[config.mk]
export PLATFORM = sky130hd
export DESIGN_NAME = pipe_scroller
export DESIGN_NICKNAME = d
export VERILOG_FILES = /design/src/rtl/pipe_scroller.sv
export SDC_FILE = /design/constraint.sdc
export NUM_CORES = 1
export LEC_CHECK = 0
export BUFFER_PORTS_ARGS = -buffer_cell sky130_fd_sc_hd__buf_2
export CORE_ASPECT_RATIO = 1.25
export CORE_UTILIZATION = 58
export DETAILED_ROUTE_END_ITERATION = 8
export PLACE_DENSITY = 0.81
export SYNTH_ARGS = -nofsm -noshare
export SYNTH_HDL_FRONTEND = slang
export SYNTH_SLANG_ARGS = --single-unit
[constraint.sdc]
create_clock -name clk -period 7.7 [get_ports clk]
set_input_delay 0.77 -clock clk [delete_from_list [all_inputs] [get_ports clk]]
set_output_delay 0.77 -clock clk [all_outputs]
set_load 0.02 [all_outputs]
[src/rtl/pipe_scroller.sv]
// Obstacle engine: scrolls NUM_PIPES pipes left on an internal game tick, respawns
// them at the right edge with an LFSR-chosen gap height and counts bird passes.
module pipe_scroller #(
    parameter int unsigned NUM_PIPES    = 2,
    parameter int unsigned X_W          = 11,
    parameter int unsigned SCREEN_W     = 640,
    parameter int unsigned INIT_X       = 319,
    parameter int unsigned PIPE_SPACING = 320,
    parameter int unsigned GAP_RESET    = 240,
    parameter int unsigned GAP_MIN      = 120,
    parameter int unsigned GAP_BITS     = 8,
    parameter int unsigned BIRD_X       = 100,
    parameter int unsigned TICK_DIV     = 1 << 20,
    parameter int unsigned SCORE_W      = 8
) (
    input  logic                     clk,
    input  logic                     reset,
    input  logic                     run,
    input  logic [1:0]               speed,
    input  logic                     clear_score,
    output logic [NUM_PIPES*X_W-1:0] pipe_x,
    output logic [NUM_PIPES*X_W-1:0] pipe_y,
    output logic                     moved,
    output logic                     pass,
    output logic [SCORE_W-1:0]       score
);

    localparam int unsigned CNT_W  = $clog2(TICK_DIV);
    localparam int unsigned PC_W   = $clog2(NUM_PIPES + 1);
    localparam int unsigned SUM_W  = SCORE_W + 1;
    localparam logic [15:0] LFSR_SEED = 16'hACE1;

    logic [CNT_W-1:0]   tick_cnt;
    logic [15:0]        lfsr;
    logic               tick_c;
    logic [X_W-1:0]     step_c;
    logic [X_W-1:0]     old_x_c;
    logic [X_W-1:0]     next_x_c [NUM_PIPES];
    logic [X_W-1:0]     next_y_c [NUM_PIPES];
    logic [NUM_PIPES-1:0] pass_vec_c;
    logic [PC_W-1:0]    pass_cnt_c;
    logic [SUM_W-1:0]   score_sum_c;
    logic [SCORE_W-1:0] score_next_c;

    // Per-pipe scroll/respawn decision and pass detection for the current tick.
    always_comb begin
        tick_c       = run && (tick_cnt == CNT_W'(TICK_DIV - 1));
        step_c       = X_W'(speed) + X_W'(1);
        old_x_c      = '0;
        pass_vec_c   = '0;
        pass_cnt_c   = '0;
        score_sum_c  = '0;
        score_next_c = score;
        for (int i = 0; i < int'(NUM_PIPES); i++) begin
            old_x_c = pipe_x[i*X_W +: X_W];
            if (old_x_c >= step_c) begin
                next_x_c[i]   = old_x_c - step_c;
                next_y_c[i]   = pipe_y[i*X_W +: X_W];
                pass_vec_c[i] = (old_x_c >= X_W'(BIRD_X)) && (next_x_c[i] < X_W'(BIRD_X));
            end else begin
                next_x_c[i]   = X_W'(SCREEN_W - 1);
                next_y_c[i]   = X_W'(GAP_MIN) + X_W'(lfsr[i +: GAP_BITS]);
                pass_vec_c[i] = 1'b0;
            end
            pass_cnt_c = pass_cnt_c + PC_W'(pass_vec_c[i]);
        end
        score_sum_c = SUM_W'(score) + SUM_W'(pass_cnt_c);
        if (score_sum_c[SCORE_W]) begin
            score_next_c = '1;
        end else begin
            score_next_c = score_sum_c[SCORE_W-1:0];
        end
    end

    always_ff @(posedge clk) begin
        if (reset) begin
            lfsr     <= LFSR_SEED;
            tick_cnt <= '0;
            moved    <= 1'b0;
            pass     <= 1'b0;
            score    <= '0;
            for (int i = 0; i < int'(NUM_PIPES); i++) begin
                pipe_x[i*X_W +: X_W] <= X_W'(INIT_X + i * PIPE_SPACING);
                pipe_y[i*X_W +: X_W] <= X_W'(GAP_RESET);
            end
        end else begin
            // LFSR free-runs so respawn heights depend on time spent frozen too.
            lfsr  <= {lfsr[14:0], lfsr[15] ^ lfsr[13] ^ lfsr[12] ^ lfsr[10]};
            moved <= tick_c;
            pass  <= tick_c && (|pass_vec_c);
            if (run) begin
                tick_cnt <= tick_c ? '0 : tick_cnt + CNT_W'(1);
            end
            if (tick_c) begin
                for (int i = 0; i < int'(NUM_PIPES); i++) begin
                    pipe_x[i*X_W +: X_W] <= next_x_c[i];
                    pipe_y[i*X_W +: X_W] <= next_y_c[i];
                end
            end
            if (clear_score) begin
                score <= '0;
            end else if (tick_c) begin
                score <= score_next_c;
            end
        end
    end

endmodule
==> results.ini <==
[outcome]
status = finished, final reports clean

[placement]
place_area_mm2 = 0.00449
place_inst = 598
post-place-ws_ns = 3.35
gp_congestion = 0.846
portBuffers = 55
dp_hpwl_um = 6020

[die]
fp.dieArea_mm2 = 0.00764
ios = 60
start_util = 0.602
rows = 34
die_w_um = 78.4
core_area_mm2 = 0.00702
die_y_um = 97.5

[clocking]
ctsHoldBuffers = 0
cts_setup_buffers = 0
htreeDepth = 3
clkLatencyLatePin_ns = 0.35
cts.sinks = 86
clk_pin_slew_ns = 0.09
clockBufferDepth = 2
cts_made_buffers = 9
root_buffer = clkbuf_8
cts_tree = built
cts_resized = 0

[yosys]
seq_area_frac_synth = 0.407
synth_seq_cells = 86
yosysTopAreaCell = dfxtp_1
synth_edf_count = 0
synth_most_common_cell = dfxtp_1
synthCells = 476
synthTopCellsByArea = dfxtp_1 (41%), nor2_1 (4.2%), xor2_1 (4.1%)
synth_common_cells = dfxtp_1 (86), nor2_1 (47), nand2_1 (28), nor3_1 (23), xor2_1 (20)
ys.warnings.count = 0
ys.flop_type = dfxtp_1
ys_types = 57
netlist.area_leader.share = 0.407
synth_async_sr_flop_share = 0
avgSynthCellArea_um2 = 8.88
synthesis.area_mm2 = 0.00423

[setup_path]
crit_fanout = 6
crit_type = input port to register
worstPathArrival_ns = 4.31
crit_required_ns = 7.96
cp-end-kind = register
critPathLaunchType = input port

[timing]
final-max-slew-violation-count = 0
setup_tns_ns = 0
final_hold_viol_count = 0
fin_crit_ns = 4.05
worst_pin_slew_ns = 0.924
slew_headroom = 0.384
setup_viol = 0
clock.fmax_ghz = 0.247
clock-skew-final_ns = 0.0162
setup_ws_ns = 3.65
rsz0062_at_grt = no
finalCritPeriodShare = 0.526

[drt]
viasPerCell = 5.72
wl_per_cell_um = 14.0
vias = 3494
drc_errors = 0
totalWireLength_um = 8540
route.antenna.remaining_nets = 0
firstDrtPassIters = 6
drtIter0Drc = 193

[hold_path]
worstHoldPathType = register to register

[final_layout]
drive_above_1_share = 0.169
multi_input_area_mm2 = 0.00231
fin_nets = 540
utilization = 0.665
regArea_mm2 = 0.00172
area_growth_syn_to_layout_pct = 10.3
finalNonFillerCells = 611
fillers = 596
antenna_cells = 0
final_area_mm2 = 0.00466

[power_and_ir_drop]
switching_share = 0.227
p_leak_uw = 0.00187
p_comb_frac = 0.054
seqPwrFrac = 0.575
ir_worst_vdd_v = 0.000128
power.density_mw_per_mm2 = 170
p_int_uw = 613
p_clk_frac = 0.370
power.switching_uw = 180

[global_routing]
grt_pass1_vias = 3362
grt_max_degree = 61
grt-ovfl-total = 0
grt_usage = 0.240
antenna_found_initial = 0
grt_first_pass_wirelength_um = 14800

[flow_run]
cap_viol_max_count = 0

==> path summary, 6_finish.rpt <==
check                    startpoint               endpoint  slack, ns  cells after the start
min              lfsr[9]$_SDFF_PP0_    lfsr[10]$_SDFF_PP1_       0.42                      1
min reg2reg      lfsr[9]$_SDFF_PP0_    lfsr[10]$_SDFF_PP1_       0.42                      1
max reg2reg  pipe_x[0]$_SDFFE_PP1P_  score[6]$_SDFFE_PP0P_       4.12                     13
max                        speed[0]  score[6]$_SDFFE_PP0P_       3.65                     14
==> state kept, by name, summed over array words and instances, names as in the netlist <==
register and cells:
lfsr 16, pass 1, pipe_y 18, moved 1
tick_cnt 20, pipe_x 22, score 8
==> area by class of cell <==
type | instances | area share
multi-input combinational | 348 | 0.495
sequential | 86 | 0.369
timing repair buffer | 55 | 0.0590
clock buffer | 9 | 0.0266
tap | 90 | 0.0241
inverter | 19 | 0.0153
clock inverter | 4 | 0.0110
==> logic make-up (layout without fill, tap and decap cells) <==
kind of cell / after synthesis / in the layout / share of synthesized area
AO/OA/AOI/OAI: 81 / 81 / 0.133
XOR/XNOR: 36 / 36 / 0.0746
adder cells (fa/ha/maj): 15 / 15 / 0.0497
buffers and inverters: 45 / 87 / 0.0494
flip-flops: 86 / 86 / 0.407
multiplexers: 7 / 7 / 0.0166
other: 1 / 4 / 0.000887
AND/OR/NAND/NOR: 205 / 205 / 0.268
==> per-layer routing <==
layer	wire, um	vias up	GRT usage
met1	3770	1642	0.297
met4	151	0	0.0969
met3	380	11	0.0554
li1	-	1748	-
met5	0	-	0
met2	4240	93	0.398
==> power by group through the flow <==
stage                     clock [uW]  sequential [uW]  combinational [uW]
final                            294              457                43.2
after global routing             322              458                49.0
after CTS                        302              457                43.2
after detailed placement           0              467                42.6
after global placement             0              467                41.6
after floorplan                    0              465                36.9
==> through the flow <==
stage	hold WS, ns	total power (uW)
finish	0.421	794
global route	0.448	829
CTS	0.423	802
detailed placement	0.401	509
global placement	0.393	508
floorplan	0.389	502
==> layout by cell type (no fill, tap or decap), drive strengths merged, types with 8 or more instances in the layout <==
cell / n
nand4: 14
a31oi: 8
nor2b: 10
o21ai: 12
or2: 8
inv: 19
clkbuf: 9
nor2: 47
nand3: 19
dfxtp: 86
nand2b: 17
and4: 8
ha: 12
or3: 9
xnor2: 16
a21oi: 17
buf: 55
xor2: 20
nor3: 24
nand2: 28
==> critical path: stages <==
cell and delay [ns]:
buf_2 0.11, ha_1 0.31, inv_1 0.09, ha_1 0.33, nor2b_1 0.25, o21ai_0 0.17, and2_1 0.24, o31a_1 0.29
nor4_1 0.60, fa_1 0.31, ha_1 0.22, and4_1 0.26, a31oi_1 0.11, a311oi_1 0.24
Power figures use the tool's default switching activity.
